## config.mk

```make
export PLATFORM = sky130hd
export DESIGN_NAME = hazard_ctrl
export DESIGN_NICKNAME = d
export VERILOG_FILES = /design/src/rtl/pcpu_ctrl_pkg.sv /design/src/rtl/hazard_perf_cnt.sv /design/src/rtl/hazard_ctrl.sv
export SDC_FILE = /design/constraint.sdc
export NUM_CORES = 1
export LEC_CHECK = 0
export ABC_AREA = 1
export CORE_ASPECT_RATIO = 1.25
export CORE_MARGIN = 2
export CORE_UTILIZATION = 55
export DETAILED_ROUTE_END_ITERATION = 6
export HOLD_SLACK_MARGIN = 0.1
export PLACE_DENSITY = 0.85
export SETUP_SLACK_MARGIN = 0.2
export SLEW_MARGIN = 15
export SYNTH_ARGS = -nofsm -noshare
export SYNTH_HDL_FRONTEND = slang
export SYNTH_SLANG_ARGS = --single-unit
```

## constraint.sdc

```tcl
create_clock -name clk -period 4.7 [get_ports clk]
set_clock_uncertainty 0.15 [all_clocks]
set_input_delay 0.94 -clock clk [delete_from_list [all_inputs] [get_ports clk]]
set_output_delay 0.94 -clock clk [all_outputs]
set_load 0.02 [all_outputs]
```

## src/rtl/pcpu_ctrl_pkg.sv

```systemverilog
// Control encodings shared by the pcpu hazard controller and the forwarding unit.
// Pure declarations: no logic, no latency, no flow control.
package pcpu_ctrl_pkg;

  typedef enum logic [1:0] {
    RUN      = 2'b00,
    MEM_WAIT = 2'b01,
    HALT     = 2'b10
  } hz_state_t;

  localparam int MEM_TIMEOUT_DEF = 16;

  typedef enum logic [1:0] {
    FWD_NONE = 2'b00,
    FWD_WB   = 2'b01,
    FWD_MEM  = 2'b10
  } fwd_sel_t;

endpackage

```

## src/rtl/hazard_perf_cnt.sv

```systemverilog
// Wrap-around event counter: clear wins over increment, both take effect on the next edge.
// Never stalls anything; counts whatever inc reports.
module hazard_perf_cnt #(
  parameter int CNT_W = 32
) (
  input  logic             clk,
  input  logic             clr,
  input  logic             inc,
  output logic [CNT_W-1:0] cnt
);

  always_ff @(posedge clk) begin
    if (clr)      cnt <= '0;
    else if (inc) cnt <= cnt + CNT_W'(1);
  end

endmodule

```

## src/rtl/hazard_ctrl.sv

```systemverilog
// Pipeline advance/hold/flush decisions for the 5-stage pcpu; enables are combinational (0 cycles).
// Data-memory waits freeze the whole pipe and a stuck memory halts the core until rst.
module hazard_ctrl
  import pcpu_ctrl_pkg::*;
#(
  parameter int MEM_TIMEOUT = MEM_TIMEOUT_DEF,
  parameter int CNT_W       = 32
) (
  input  logic             clk,
  input  logic             rst,
  input  logic [4:0]       ID_rs1,
  input  logic [4:0]       ID_rs2,
  input  logic             ID_use_rs1,
  input  logic             ID_use_rs2,
  input  logic             EX_MemRead,
  input  logic [4:0]       EX_rd,
  input  logic             EX_redirect,
  input  logic             MEM_req,
  input  logic             MEM_ready,
  output logic             PC_write,
  output logic             IF_ID_write,
  output logic             IF_ID_flush,
  output logic             ID_EX_write,
  output logic             ID_EX_flush,
  output logic             EX_MEM_write,
  output logic             MEM_WB_flush,
  output logic             halted,
  output logic             mem_timeout,
  output logic [CNT_W-1:0] stall_cnt,
  output logic [CNT_W-1:0] flush_cnt
);

  localparam int WAIT_W = $clog2(MEM_TIMEOUT + 1);

  hz_state_t         state_q, state_d;
  logic [WAIT_W-1:0] wait_cnt_q, wait_cnt_d;
  logic              lu, mw, freeze, resolve, redirect_apply;

  assign lu = EX_MemRead && (EX_rd != 5'd0) &&
              ((ID_use_rs1 && (ID_rs1 == EX_rd)) || (ID_use_rs2 && (ID_rs2 == EX_rd)));
  assign mw = MEM_req && !MEM_ready;

  always_comb begin
    state_d        = state_q;
    wait_cnt_d     = wait_cnt_q;
    freeze         = 1'b0;
    resolve        = 1'b0;
    redirect_apply = 1'b0;
    mem_timeout    = 1'b0;
    PC_write       = 1'b1;
    IF_ID_write    = 1'b1;
    ID_EX_write    = 1'b1;
    EX_MEM_write   = 1'b1;
    IF_ID_flush    = 1'b0;
    ID_EX_flush    = 1'b0;
    MEM_WB_flush   = 1'b0;

    // wait_cnt holds the not-ready cycles already seen, so the entry cycle counts as the first.
    case (state_q)
      RUN: begin
        if (mw) begin
          freeze     = 1'b1;
          state_d    = MEM_WAIT;
          wait_cnt_d = WAIT_W'(1);
        end else begin
          resolve = 1'b1;
        end
      end
      MEM_WAIT: begin
        if (!MEM_ready) begin
          freeze = 1'b1;
          if (wait_cnt_q == WAIT_W'(MEM_TIMEOUT - 1)) begin
            mem_timeout = 1'b1;
            state_d     = HALT;
          end else begin
            wait_cnt_d = wait_cnt_q + WAIT_W'(1);
          end
        end else begin
          state_d = RUN;
          resolve = 1'b1;
        end
      end
      HALT: begin
        PC_write     = 1'b0;
        IF_ID_write  = 1'b0;
        ID_EX_write  = 1'b0;
        EX_MEM_write = 1'b0;
      end
      default: state_d = RUN;
    endcase

    if (freeze) begin
      PC_write     = 1'b0;
      IF_ID_write  = 1'b0;
      ID_EX_write  = 1'b0;
      EX_MEM_write = 1'b0;
      MEM_WB_flush = 1'b1;
    end

    // A redirect squashes the load-use victim, so it takes precedence over the bubble.
    if (resolve) begin
      if (EX_redirect) begin
        IF_ID_flush    = 1'b1;
        ID_EX_flush    = 1'b1;
        redirect_apply = 1'b1;
      end else if (lu) begin
        PC_write    = 1'b0;
        IF_ID_write = 1'b0;
        ID_EX_flush = 1'b1;
      end
    end

    if (rst) begin
      PC_write       = 1'b0;
      IF_ID_write    = 1'b0;
      ID_EX_write    = 1'b0;
      EX_MEM_write   = 1'b0;
      IF_ID_flush    = 1'b1;
      ID_EX_flush    = 1'b1;
      MEM_WB_flush   = 1'b1;
      mem_timeout    = 1'b0;
      redirect_apply = 1'b0;
    end
  end

  always_ff @(posedge clk) begin
    if (rst) begin
      state_q    <= RUN;
      wait_cnt_q <= '0;
    end else begin
      state_q    <= state_d;
      wait_cnt_q <= wait_cnt_d;
    end
  end

  assign halted = (state_q == HALT) && !rst;

  hazard_perf_cnt #(.CNT_W(CNT_W)) u_stall_cnt (
    .clk (clk),
    .clr (rst),
    .inc (!PC_write && (state_q != HALT)),
    .cnt (stall_cnt)
  );

  hazard_perf_cnt #(.CNT_W(CNT_W)) u_flush_cnt (
    .clk (clk),
    .clr (rst),
    .inc (redirect_apply),
    .cnt (flush_cnt)
  );

endmodule

```

== After elaboration in Yosys (flattened, before gate mapping) ==
Index checks and enable logic that the tools add are counted.
Word-level totals
  bits in registers: 71
  input bits: 23
  output and inout port bits: 73
Cells by class
  add/subtract/negate cells: 3
  equality and inequality tests: 10
  multiplexer cells: 35
  bitwise operators: 1
  reductions and logical operators: 16
Operator list (count)
  adder 32 x 1 -> 32 bit, second input constant: 2
  two-way mux 1 bit: 25
  two-way mux 5 bit: 3
  equality test 5 bit: 2
  case mux 5 bit (2 select lines): 1
  inequality test 2 bit, second input constant: 4
  logical AND 1 bit: 7
  two-way mux 2 bit: 3
  case mux 2 bit (3 select lines): 1
  adder 5 x 1 -> 5 bit, second input constant: 1
  equality test 5 x 4 -> 1 bit, second input constant: 1
  nonzero test 5 bit: 1
  case mux 1 bit (2 select lines): 2
  AND reduction 4 bit: 1
  zero test 1 bit: 3
  inequality test 3 bit, second input constant: 1
  AND reduction 3 bit: 1
  equality test 2 x 1 -> 1 bit, second input constant: 1
  equality test 2 bit, second input constant: 1
  zero test 2 bit: 1
  nonzero test 2 bit: 1
  logical OR 1 bit: 1
  NOT 1 bit: 1

== Longest topological paths before layout ==
Gate-level depths: netlist (run 1).
  depth in word-level cells: 11
  depth in mapped cells: 12
  mapped depth without buffers: 12

== By module ==
Synthesis (run 1) repeated with hierarchy kept, for this count alone.
Unflattened totals
  cell total of the unflattened synthesis: 651
  area total of the unflattened synthesis: 4279.1 µm²
Modules (own cells, without submodules)
  hazard_perf_cnt: times used 2, cells each 263, area each 1793.0 µm², sequential area each 640.6 µm²
  hazard_ctrl: times used 1, cells each 125, area each 693.2 µm², sequential area each 140.1 µm²

== Least setup slack after synthesis (run 1) ==
OpenSTA, ideal clock, no wires.
  path kind: input port to output port
  from: input port MEM_ready
  to: output port PC_write
  data arrival time: 2235 ps
  required time: 3610 ps
  slack: 1375 ps
  stages on the path: 8
  path buffers: 2
  cells stage by stage: nor2_1 -> nand3_1 -> nand3_2 -> a21oi_2 -> nand2_2 -> buf_2 -> inv_1 -> buf_4
On the way
  longest elaborated chain between the ends: 9
  elaborated cells between the ends (all ways): 13
  those cells by class: mux (11); reduce/logical (2)
Ends and longest elaborated chain
  start, declared: RTL line hazard_ctrl.sv:19  | input logic MEM_ready,
  zero test 1 bit
  logical AND 1 bit: RTL line hazard_ctrl.sv:41  | assign mw = MEM_req && !MEM_ready;
  two-way mux 1 bit: RTL line hazard_ctrl.sv:61  | if (mw) begin
  case mux 1 bit (2 select lines): RTL line hazard_ctrl.sv:59  | case (state_q)
  two-way mux 1 bit (3 in a row)
  two-way mux 1 bit (*) (2 in a row)
  end, declared: RTL line hazard_ctrl.sv:20  | output logic PC_write,
Mark *: on every way between the ends. The rest lies on a longest branch, timed or not.

== Worst setup path in the final report (run 1) ==
  from: input port EX_rd[3]
  to: output port ID_EX_flush
On the way
  longest elaborated chain between the ends: 8
  elaborated cells between the ends (all ways): 12
  those cells by class: eq/ne (2); mux (4); reduce/logical (6)
Ends and longest elaborated chain
  start, declared: RTL line hazard_ctrl.sv:16  | input logic [4:0] EX_rd,
  equality test 5 bit: RTL line hazard_ctrl.sv:40  | ((ID_use_rs1 && (ID_rs1 == EX_rd)) || (ID_use_rs2 && (ID_rs2 == EX_rd)));
  logical AND 1 bit: RTL line hazard_ctrl.sv:40
  logical OR 1 bit: RTL line hazard_ctrl.sv:40
  logical AND 1 bit (*): RTL line hazard_ctrl.sv:39  | assign lu = EX_MemRead && (EX_rd != 5'd0) &&
  two-way mux 1 bit (*): RTL line hazard_ctrl.sv:106  | end else if (lu) begin
  two-way mux 1 bit (*): RTL line hazard_ctrl.sv:102  | if (EX_redirect) begin
  two-way mux 1 bit (*): RTL line hazard_ctrl.sv:101  | if (resolve) begin
  two-way mux 1 bit (*): RTL line hazard_ctrl.sv:113  | if (rst) begin
  end, declared: RTL line hazard_ctrl.sv:24  | output logic ID_EX_flush,
Marked as above.

==> results.sh, run 1 <==
export IMPL_clk_latency_ps=350
export IMPL_wl_per_cell_um=13.9
export IMPL_cts_buffer_depth=2
export IMPL_worst_ep_required_time_ps=3610
export IMPL_netlist_area_um2=4510
export IMPL_worstSetupPathType="in2out"
export IMPL_wl_met1_mm=5.07
export IMPL_portBuffers=95
export IMPL_drc_errors=0
export IMPL_final_common_cell="nand2_1"
export IMPL_finalSetupViolations=0
export IMPL_ys_ff_latch=71
export IMPL_postCtsSetupBuffers=0
export IMPL_grt_max_degree=58
export IMPL_cp_arrival_ps=2780
export IMPL_antenna_left=0
export IMPL_async_flop_share_pct=0
export IMPL_dp_hpwl_mm=9.63
export IMPL_cts_tree="yes"
export IMPL_die_area_um2=8950
export IMPL_finalPower_mw=1.29
export IMPL_area_delta_synth_final_pct=26.8
export IMPL_final_nets=853
export IMPL_powerDensity_nw_per_um2=226
export IMPL_timing_hold_ws_ps=333
export IMPL_cts_htree_levels=3
export IMPL_fp_dieW_um=85.0
export IMPL_fp_dieH_um=105
export IMPL_critPathCaptureType="output pin"
export IMPL_max_cap_violations=0
export IMPL_seq_area_frac_synth_pct=31.5
export IMPL_antenna_found_initial=0
export IMPL_crit_top_cell="nand2_1"
export IMPL_hp_class="reg2reg"
export IMPL_drive_above_1_share_pct=5.42
export IMPL_maxSlewHeadroom_pct=55.5
export IMPL_cts_hold_buf=0
export IMPL_cts_sinks=71
export IMPL_grt_pass1_wl_mm=22.0
export IMPL_cts_root_buf="clkbuf_8"
export IMPL_critPathMaxFanout=3
export IMPL_multi_input_area_um2=2680
export IMPL_path_cells="clkdlybuf4s50_1, inv_1, nand2_1, nand2_1, nor2_1, nand3_1, nand2_1, a21oi_1, o21ai_0, clkdlybuf4s50_1"
export IMPL_avgSynthCellArea_um2=6.12
export IMPL_tns_ps=0
export IMPL_wl_met2_mm=6.44
export IMPL_wl_met3_um=627
export IMPL_final_period_utilization_pct=82.3
export IMPL_diodes=0
export IMPL_overflow=0
export IMPL_ys_warn_count=0
export IMPL_min_period_ps=3870
export IMPL_regArea_um2=1420
export IMPL_synth_distinct_cells=31
export IMPL_drt_iter0_drc=214
export IMPL_coreArea_um2=7880
export IMPL_timing_fmax_mhz=259
export IMPL_top_layer="met4"
export IMPL_finalHoldViolations=0
export IMPL_startpoint_type="input pin"
export IMPL_most_common_layout_cells="nand2_1, clkdlybuf4s50_1, nor2_1"
export IMPL_power_leakage_nw=2.08
export IMPL_rows=36
export IMPL_outcome="completed"
export IMPL_clk_pin_slew_ps=70
export IMPL_grt_pass1_vias=5065
export IMPL_place_congestion=0.960
export IMPL_cts_resized=0
export IMPL_track_usage_pct=29.6
export IMPL_tightest_slew_ps=667
export IMPL_cp_slowest_stage_delay_ps=640
export IMPL_placed_cell_area_um2=5500
export IMPL_final_area_um2=5720
export IMPL_synth_edf_count=0
export IMPL_drt_pre_antenna_iters=6
export IMPL_vdd_drop_max_uv=160
export IMPL_crit_slowest_cell="clkdlybuf4s50_1"
export IMPL_fin_util_pct=72.6
export IMPL_via_per_inst=5.49
export IMPL_wirelength_mm=12.9
export IMPL_slew_violations=0
export IMPL_ys_flop_type="dfxtp_1"
export IMPL_start_util_pct=57.3
export IMPL_synth_fp_nets=764
export IMPL_grt_setup_unrepaired="no"
export IMPL_io_pins=96
export IMPL_synthesis_instances=737
export IMPL_cts_made_buffers=9
export IMPL_num_vias=5082
export IMPL_nFillCells=698
## layer usage
layer	vias up	GRT usage (%)
met5	-	0
met4	0	21.0
met3	63	4.23
met2	185	51.3
met1	2306	32.5
li1	2528	-
## worst max-delay path: cells and delay by family
family                 cells  cell delay [ps]
AND/OR/NAND/NOR            5              410
AO/OA/AOI/OAI              2              200
buffers and inverters      3             1240
## per-stage QoR
step           setup slack (ps)  cells
2_1_floorplan              1370    737
3_5_place_dp                849    910
3_3_place_gp                906    910
4_1_cts                     849    926
5_1_grt                     752    926
6_report                    833    926
## area by class of cell
cell class	count	share of cell area (%)
Sequential cell	71	24.8
Timing Repair Buffer	98	16.9
Multi-Input combinational cell	564	46.9
Clock inverter	5	1.42
Clock buffer	11	2.47
Tap cell	95	2.08
Inverter	82	5.38
## worst paths after layout
kind         cells past startpoint          start  slack [ps]                  end
min                              2  wait_cnt_q[4]         330        wait_cnt_q[4]
max reg2reg                     11     state_q[0]        2380  u_stall_cnt.cnt[12]
max                             10       EX_rd[3]         830          ID_EX_flush
min reg2reg                      2  wait_cnt_q[4]         330        wait_cnt_q[4]
## power breakdown
part           internal [mW]  switching, mW  total, mW
clock network          0.314          0.243      0.557
registers              0.606        0.00726      0.613
logic                 0.0475         0.0756      0.123
total                  0.967          0.326       1.29
## state kept, by name (all words and copies together) (netlist names)
signal	cells
state_q	2
u_flush_cnt.cnt	32
u_stall_cnt.cnt	32
wait_cnt_q	5
## synthesized netlist by cell type, types with 6 or more instances
library cell	instances	area [µm²]
nand2_1	238	893
nor2_1	83	312
inv_1	78	293
dfxtp_1	71	1420
nand3_1	63	315
a21oi_1	60	300
nor3_1	31	155
xor2_1	18	158
o21ai_0	13	65.1
nand4_1	10	62.6
xnor2_1	9	78.8
clkbuf_1	8	30.0
nand3b_1	7	52.6
buf_2	6	30.0
nor2_2	6	37.5
## cell families (layout without fill, tap and decap cells)
group                    after synthesis  count (layout)  share of synthesized area (%)
AO/OA/AOI/OAI                         78              78                           8.93
buffers and inverters                102             196                           9.07
XOR/XNOR                              27              27                           5.24
adder cells (fa/ha/maj)                4               4                           1.11
AND/OR/NAND/NOR                      455             455                           44.2
flip-flops                            71              71                           31.5
Power figures use the tool's default switching activity.
==> inputs of run 2 (changes only) <==
--- a/config.mk
+++ b/config.mk
@@ -8,10 +8,10 @@
 export ABC_AREA = 1
 export CORE_ASPECT_RATIO = 1.25
 export CORE_MARGIN = 2
-export CORE_UTILIZATION = 55
+export CORE_UTILIZATION = 52
 export DETAILED_ROUTE_END_ITERATION = 6
 export HOLD_SLACK_MARGIN = 0.1
-export PLACE_DENSITY = 0.85
+export PLACE_DENSITY = 0.81
 export SETUP_SLACK_MARGIN = 0.2
 export SLEW_MARGIN = 15
 export SYNTH_ARGS = -nofsm -noshare
==> constraint.sdc (replaced) <==
create_clock -name clk -period 3.9 [get_ports clk]
set_clock_uncertainty 0.15 [all_clocks]
set_input_delay 0.78 -clock clk [delete_from_list [all_inputs] [get_ports clk]]
set_output_delay 0.78 -clock clk [all_outputs]
set_load 0.02 [all_outputs]
==> results.sh, run 2 (synthesized netlist as in run 1, its figures left out) <==
export IMPL_diodes=0
export IMPL_drc_errors=0
export IMPL_cts_hold_buf=0
export IMPL_antenna_left=0
export IMPL_track_usage_pct=28.5
export IMPL_grt_max_degree=58
export IMPL_hold_path_endpoint="wait_cnt_q[4]"
export IMPL_clk_pin_slew_ps=70
export IMPL_via_per_inst=5.47
export IMPL_final_area_um2=5680
export IMPL_worst_ep_required_time_ps=2970
export IMPL_tns_ps=0
export IMPL_drt_iter0_drc=343
export IMPL_drive_above_1_share_pct=5.06
export IMPL_portBuffers=95
export IMPL_finalHoldViolations=0
export IMPL_postCtsSetupBuffers=0
export IMPL_path_delay_family="buffers and inverters"
export IMPL_grt_pass1_wl_mm=21.4
export IMPL_powerDensity_nw_per_um2=254
export IMPL_clk_latency_ps=360
export IMPL_most_common_layout_cells="nand2_1, clkdlybuf4s50_1, nor2_1"
export IMPL_cp_slowest_stage_delay_ps=600
export IMPL_critPathCaptureType="output pin"
export IMPL_fin_util_pct=66.4
export IMPL_hp_class="reg2reg"
export IMPL_fp_dieH_um=108
export IMPL_power_leakage_nw=2.07
export IMPL_hp_start="wait_cnt_q[4]"
export IMPL_cp_num_buf_inv=5
export IMPL_stdcell_count=930
export IMPL_area_delta_synth_final_pct=25.9
export IMPL_vdd_drop_max_uv=149
export IMPL_r2r_end="u_stall_cnt.cnt[15]"
export IMPL_rows=38
export IMPL_overflow=0
export IMPL_cts_sinks=71
export IMPL_antenna_found_initial=0
export IMPL_tightest_slew_ps=655
export IMPL_path_cells="clkdlybuf4s50_1, inv_1, nand4_1, o21ai_0, inv_1, nand3_1, nand2_2, inv_1, clkdlybuf4s50_1"
export IMPL_r2r_start="state_q[0]"
export IMPL_grt_setup_unrepaired="no"
export IMPL_cp_arrival_ps=2570
export IMPL_place_congestion=0.935
export IMPL_min_period_ps=3500
export IMPL_slew_violations=0
export IMPL_coreArea_um2=8560
export IMPL_drt_pre_antenna_iters=5
export IMPL_num_vias=5090
export IMPL_dp_hpwl_mm=9.87
export IMPL_cts_tree="yes"
export IMPL_timing_fmax_mhz=285
export IMPL_hold_depth=2
export IMPL_start_util_pct=52.7
export IMPL_reg2reg_depth=11
export IMPL_cts_made_buffers=9
export IMPL_worstSetupPathType="in2out"
export IMPL_cts_buffer_depth=2
export IMPL_final_common_cell="nand2_1"
export IMPL_final_period_utilization_pct=89.9
export IMPL_cts_root_buf="clkbuf_8"
export IMPL_grt_pass1_vias=4819
export IMPL_path_depth=9
export IMPL_fp_dieW_um=87.3
export IMPL_dpl_cell_count=915
export IMPL_maxSlewHeadroom_pct=56.3
export IMPL_finalSetupViolations=0
export IMPL_setup_ws_ps=395
export IMPL_crit_top_cell="inv_1"
export IMPL_largestRegisters="u_flush_cnt.cnt: 32 flops, u_stall_cnt.cnt: 32 flops, wait_cnt_q: 5 flops"
export IMPL_cts_resized=0
export IMPL_pre_cts_ws_ps=370
export IMPL_wirelength_mm=13.1
export IMPL_die_area_um2=9440
export IMPL_wl_per_cell_um=14.0
export IMPL_outcome="completed"
export IMPL_final_nets=853
export IMPL_critPathMaxFanout=3
export IMPL_crit_slowest_cell="clkdlybuf4s50_1"
export IMPL_startpoint_type="input pin"
export IMPL_placed_cell_area_um2=5510
export IMPL_max_cap_violations=0
export IMPL_r2r_slack_ps=1600
export IMPL_io_pins=96
export IMPL_cts_htree_levels=3
## run 2: cell types whose count changed in the layout (fill, tap and decap cells not counted)
cell             change
clkbuf_8             +2
clkinv_2             -1
clkinv_4             -1
bufinv_16            -2
dlymetal6s2s_1       +1
clkdlybuf4s50_1      -1
clkbuf_1             +2
clkinvlp_4           -1
## run 2: worst max path at each step
stage	from	to
final	EX_rd[3]	IF_ID_write
after global routing	EX_rd[4]	PC_write
after CTS	EX_rd[3]	ID_EX_flush
after detailed placement	EX_rd[3]	ID_EX_flush
after global placement	EX_rd[0]	ID_EX_flush
after floorplan	MEM_ready	PC_write
## run 2: stage by stage
stage          hold slack, ps  total power, mW
2_1_floorplan             290            0.843
3_3_place_gp              299            0.901
3_5_place_dp              307            0.905
4_1_cts                   329             1.45
5_1_grt                   354             1.49
6_report                  324             1.44
## run 2: worst reg2reg max path, delay by kind of cell, from the launching register on
| kind | cells | cell delay, ps |
|---|---|---|
| AO/OA/AOI/OAI | 1 | 80 |
| flip-flops | 1 | 330 |
| buffers and inverters | 2 | 430 |
| AND/OR/NAND/NOR | 8 | 1180 |
## run 2: cell type report
type	count	area (µm²)
repair buffers	98	971
well taps	100	125
flip-flops and latches	71	1420
clock buffers	15	176
inverters	82	308
multi-input cells	564	2680
fillers	810	2870
## run 2: layer usage
layer,global-route usage (%),vias to the layer above,part of all wire [%]
met5,0,-,0
met4,16.4,0,4.9
met3,4.81,53,3.8
met2,51.3,160,52
met1,30.9,2352,39
li1,-,2525,-
## run 2: power breakdown
part           internal (mW)  leakage (nW)  switching [mW]
Sequential             0.731         0.573         0.00944
Clock                  0.281        0.0898           0.273
Combinational         0.0572          1.41          0.0910
Total                   1.07          2.07           0.373
==> inputs of run 3 (changes only) <==
--- a/config.mk
+++ b/config.mk
@@ -8,10 +8,10 @@
 export ABC_AREA = 1
 export CORE_ASPECT_RATIO = 1.25
 export CORE_MARGIN = 2
-export CORE_UTILIZATION = 52
+export CORE_UTILIZATION = 47
 export DETAILED_ROUTE_END_ITERATION = 6
 export HOLD_SLACK_MARGIN = 0.1
-export PLACE_DENSITY = 0.81
+export PLACE_DENSITY = 0.78
 export SETUP_SLACK_MARGIN = 0.2
 export SLEW_MARGIN = 15
 export SYNTH_ARGS = -nofsm -noshare
==> constraint.sdc (replaced) <==
create_clock -name clk -period 3.2 [get_ports clk]
set_clock_uncertainty 0.15 [all_clocks]
set_input_delay 0.64 -clock clk [delete_from_list [all_inputs] [get_ports clk]]
set_output_delay 0.64 -clock clk [all_outputs]
set_load 0.02 [all_outputs]
==> results.sh, run 3 (synthesized netlist as in run 1, its figures left out) <==
export IMPL_outcome="completed"
export IMPL_place_congestion=0.945
export IMPL_max_cap_violations=0
export IMPL_path_cells="clkdlybuf4s50_1, nor2_1, nand3_1, nand3_2, clkdlybuf4s50_1"
export IMPL_drt_iter0_drc=230
export IMPL_fp_dieH_um=114
export IMPL_final_period_utilization_pct=90.5
export IMPL_cts_sinks=71
export IMPL_start_util_pct=47.7
export IMPL_hp_start="wait_cnt_q[4]"
export IMPL_powerDensity_nw_per_um2=366
export IMPL_crit_top_cell="clkdlybuf4s50_1"
export IMPL_cp_slowest_stage_delay_ps=610
export IMPL_r2r_end="u_stall_cnt.cnt[4]"
export IMPL_cp_arrival_ps=2110
export IMPL_worstSetupPathType="in2out"
export IMPL_via_per_inst=5.23
export IMPL_hold_path_endpoint="wait_cnt_q[4]"
export IMPL_final_nets=860
export IMPL_dp_hpwl_mm=9.90
export IMPL_r2r_slack_ps=1120
export IMPL_fp_dieW_um=91.6
export IMPL_grt_pass1_wl_mm=21.1
export IMPL_clk_latency_ps=330
export IMPL_track_usage_pct=25.0
export IMPL_die_area_um2=10400
export IMPL_portBuffers=95
export IMPL_cts_root_buf="clkbuf_16"
export IMPL_diodes=0
export IMPL_grt_setup_unrepaired="no"
export IMPL_hold_depth=2
export IMPL_finalHoldViolations=0
export IMPL_min_period_ps=2900
export IMPL_nFillCells=899
export IMPL_antenna_left=0
export IMPL_maxSlewHeadroom_pct=57.6
export IMPL_slew_violations=0
export IMPL_critPathMaxFanout=2
export IMPL_final_area_um2=5890
export IMPL_startpoint_type="input pin"
export IMPL_tightest_slew_ps=636
export IMPL_reg2reg_depth=10
export IMPL_worst_ep_required_time_ps=2410
export IMPL_clk_pin_slew_ps=50
export IMPL_num_vias=5036
export IMPL_placed_cell_area_um2=5590
export IMPL_cts_tree="yes"
export IMPL_grt_pass1_vias=4746
export IMPL_drc_errors=0
export IMPL_dpl_cell_count=948
export IMPL_rows=40
export IMPL_power_leakage_nw=2.20
export IMPL_r2r_start="state_q[1]"
export IMPL_stdcell_count=963
export IMPL_cts_hold_buf=0
export IMPL_cts_made_buffers=9
export IMPL_area_delta_synth_final_pct=30.5
export IMPL_tns_ps=0
export IMPL_coreArea_um2=9460
export IMPL_hp_class="reg2reg"
export IMPL_most_common_layout_cells="nand2_1, clkdlybuf4s50_1, nor2_1"
export IMPL_crit_slowest_cell="clkdlybuf4s50_1"
export IMPL_vdd_drop_max_uv=316
export IMPL_finalSetupViolations=0
export IMPL_antenna_found_initial=0
export IMPL_final_common_cell="nand2_1"
export IMPL_overflow=0
export IMPL_finalPower_mw=2.16
export IMPL_grt_max_degree=56
export IMPL_critPathCaptureType="output pin"
export IMPL_cts_htree_levels=3
export IMPL_multi_input_area_um2=2680
export IMPL_largestRegisters="u_flush_cnt.cnt: 32 flops, u_stall_cnt.cnt: 32 flops, wait_cnt_q: 5 flops"
export IMPL_drive_above_1_share_pct=6.45
export IMPL_drt_pre_antenna_iters=4
export IMPL_timing_fmax_mhz=345
export IMPL_io_pins=96
export IMPL_cts_buffer_depth=2
export IMPL_postCtsSetupBuffers=0
export IMPL_wl_per_cell_um=13.6
export IMPL_regArea_um2=1420
export IMPL_wirelength_mm=13.1
run 3: worst max-delay path by stage:
stage              start           end  slack, ps
6_report       MEM_ready  MEM_WB_flush        300
2_1_floorplan  MEM_ready      PC_write        470
5_1_grt        MEM_ready  MEM_WB_flush        210
4_1_cts         EX_rd[3]      PC_write        200
3_3_place_gp    EX_rd[0]   ID_EX_flush         10
3_5_place_dp    EX_rd[3]      PC_write        -50
run 3: critical path: cells and delay by family:
family	cells	cell delay, ps
buffers and inverters	2	1040
AND/OR/NAND/NOR	3	430
run 3: metal layers:
metal | share of wire (%) | up-vias | track usage (%)
li1 | - | 2550 | -
met1 | 39 | 2268 | 26.6
met2 | 52 | 172 | 45.6
met3 | 4.7 | 46 | 4.16
met4 | 5.1 | 0 | 15.9
met5 | 0 | - | 0
run 3: final cells by class:
class / instances / share of cell area [%]
Inverter: 82 / 5.23
Timing Repair Buffer: 105 / 17.1
Clock buffer: 11 / 4.12
Clock inverter: 4 / 1.19
Tap cell: 126 / 2.68
Multi-Input combinational cell: 564 / 45.5
Sequential cell: 71 / 24.1
run 3: timing repair:
item                       4_1_cts  5_1_grt
gates resized for setup          5        9
pin swaps                        0        0
setup endpoints to repair        5        4
run 3: through the flow:
step / utilization, % / hold slack (ps) / worst slack, ps
detailed placement: 59.1 / 306 / -52.6
floorplan: - / 290 / 475
finish: 62.3 / 310 / 303
CTS: 62.3 / 312 / 203
global route: 62.3 / 335 / 215
global placement: 59.1 / 299 / 12.4
run 3: power by group:
part	internal, mW	total (mW)	switching [mW]
Clock	0.696	1.07	0.371
Sequential	0.892	0.903	0.0111
Combinational	0.0728	0.187	0.114
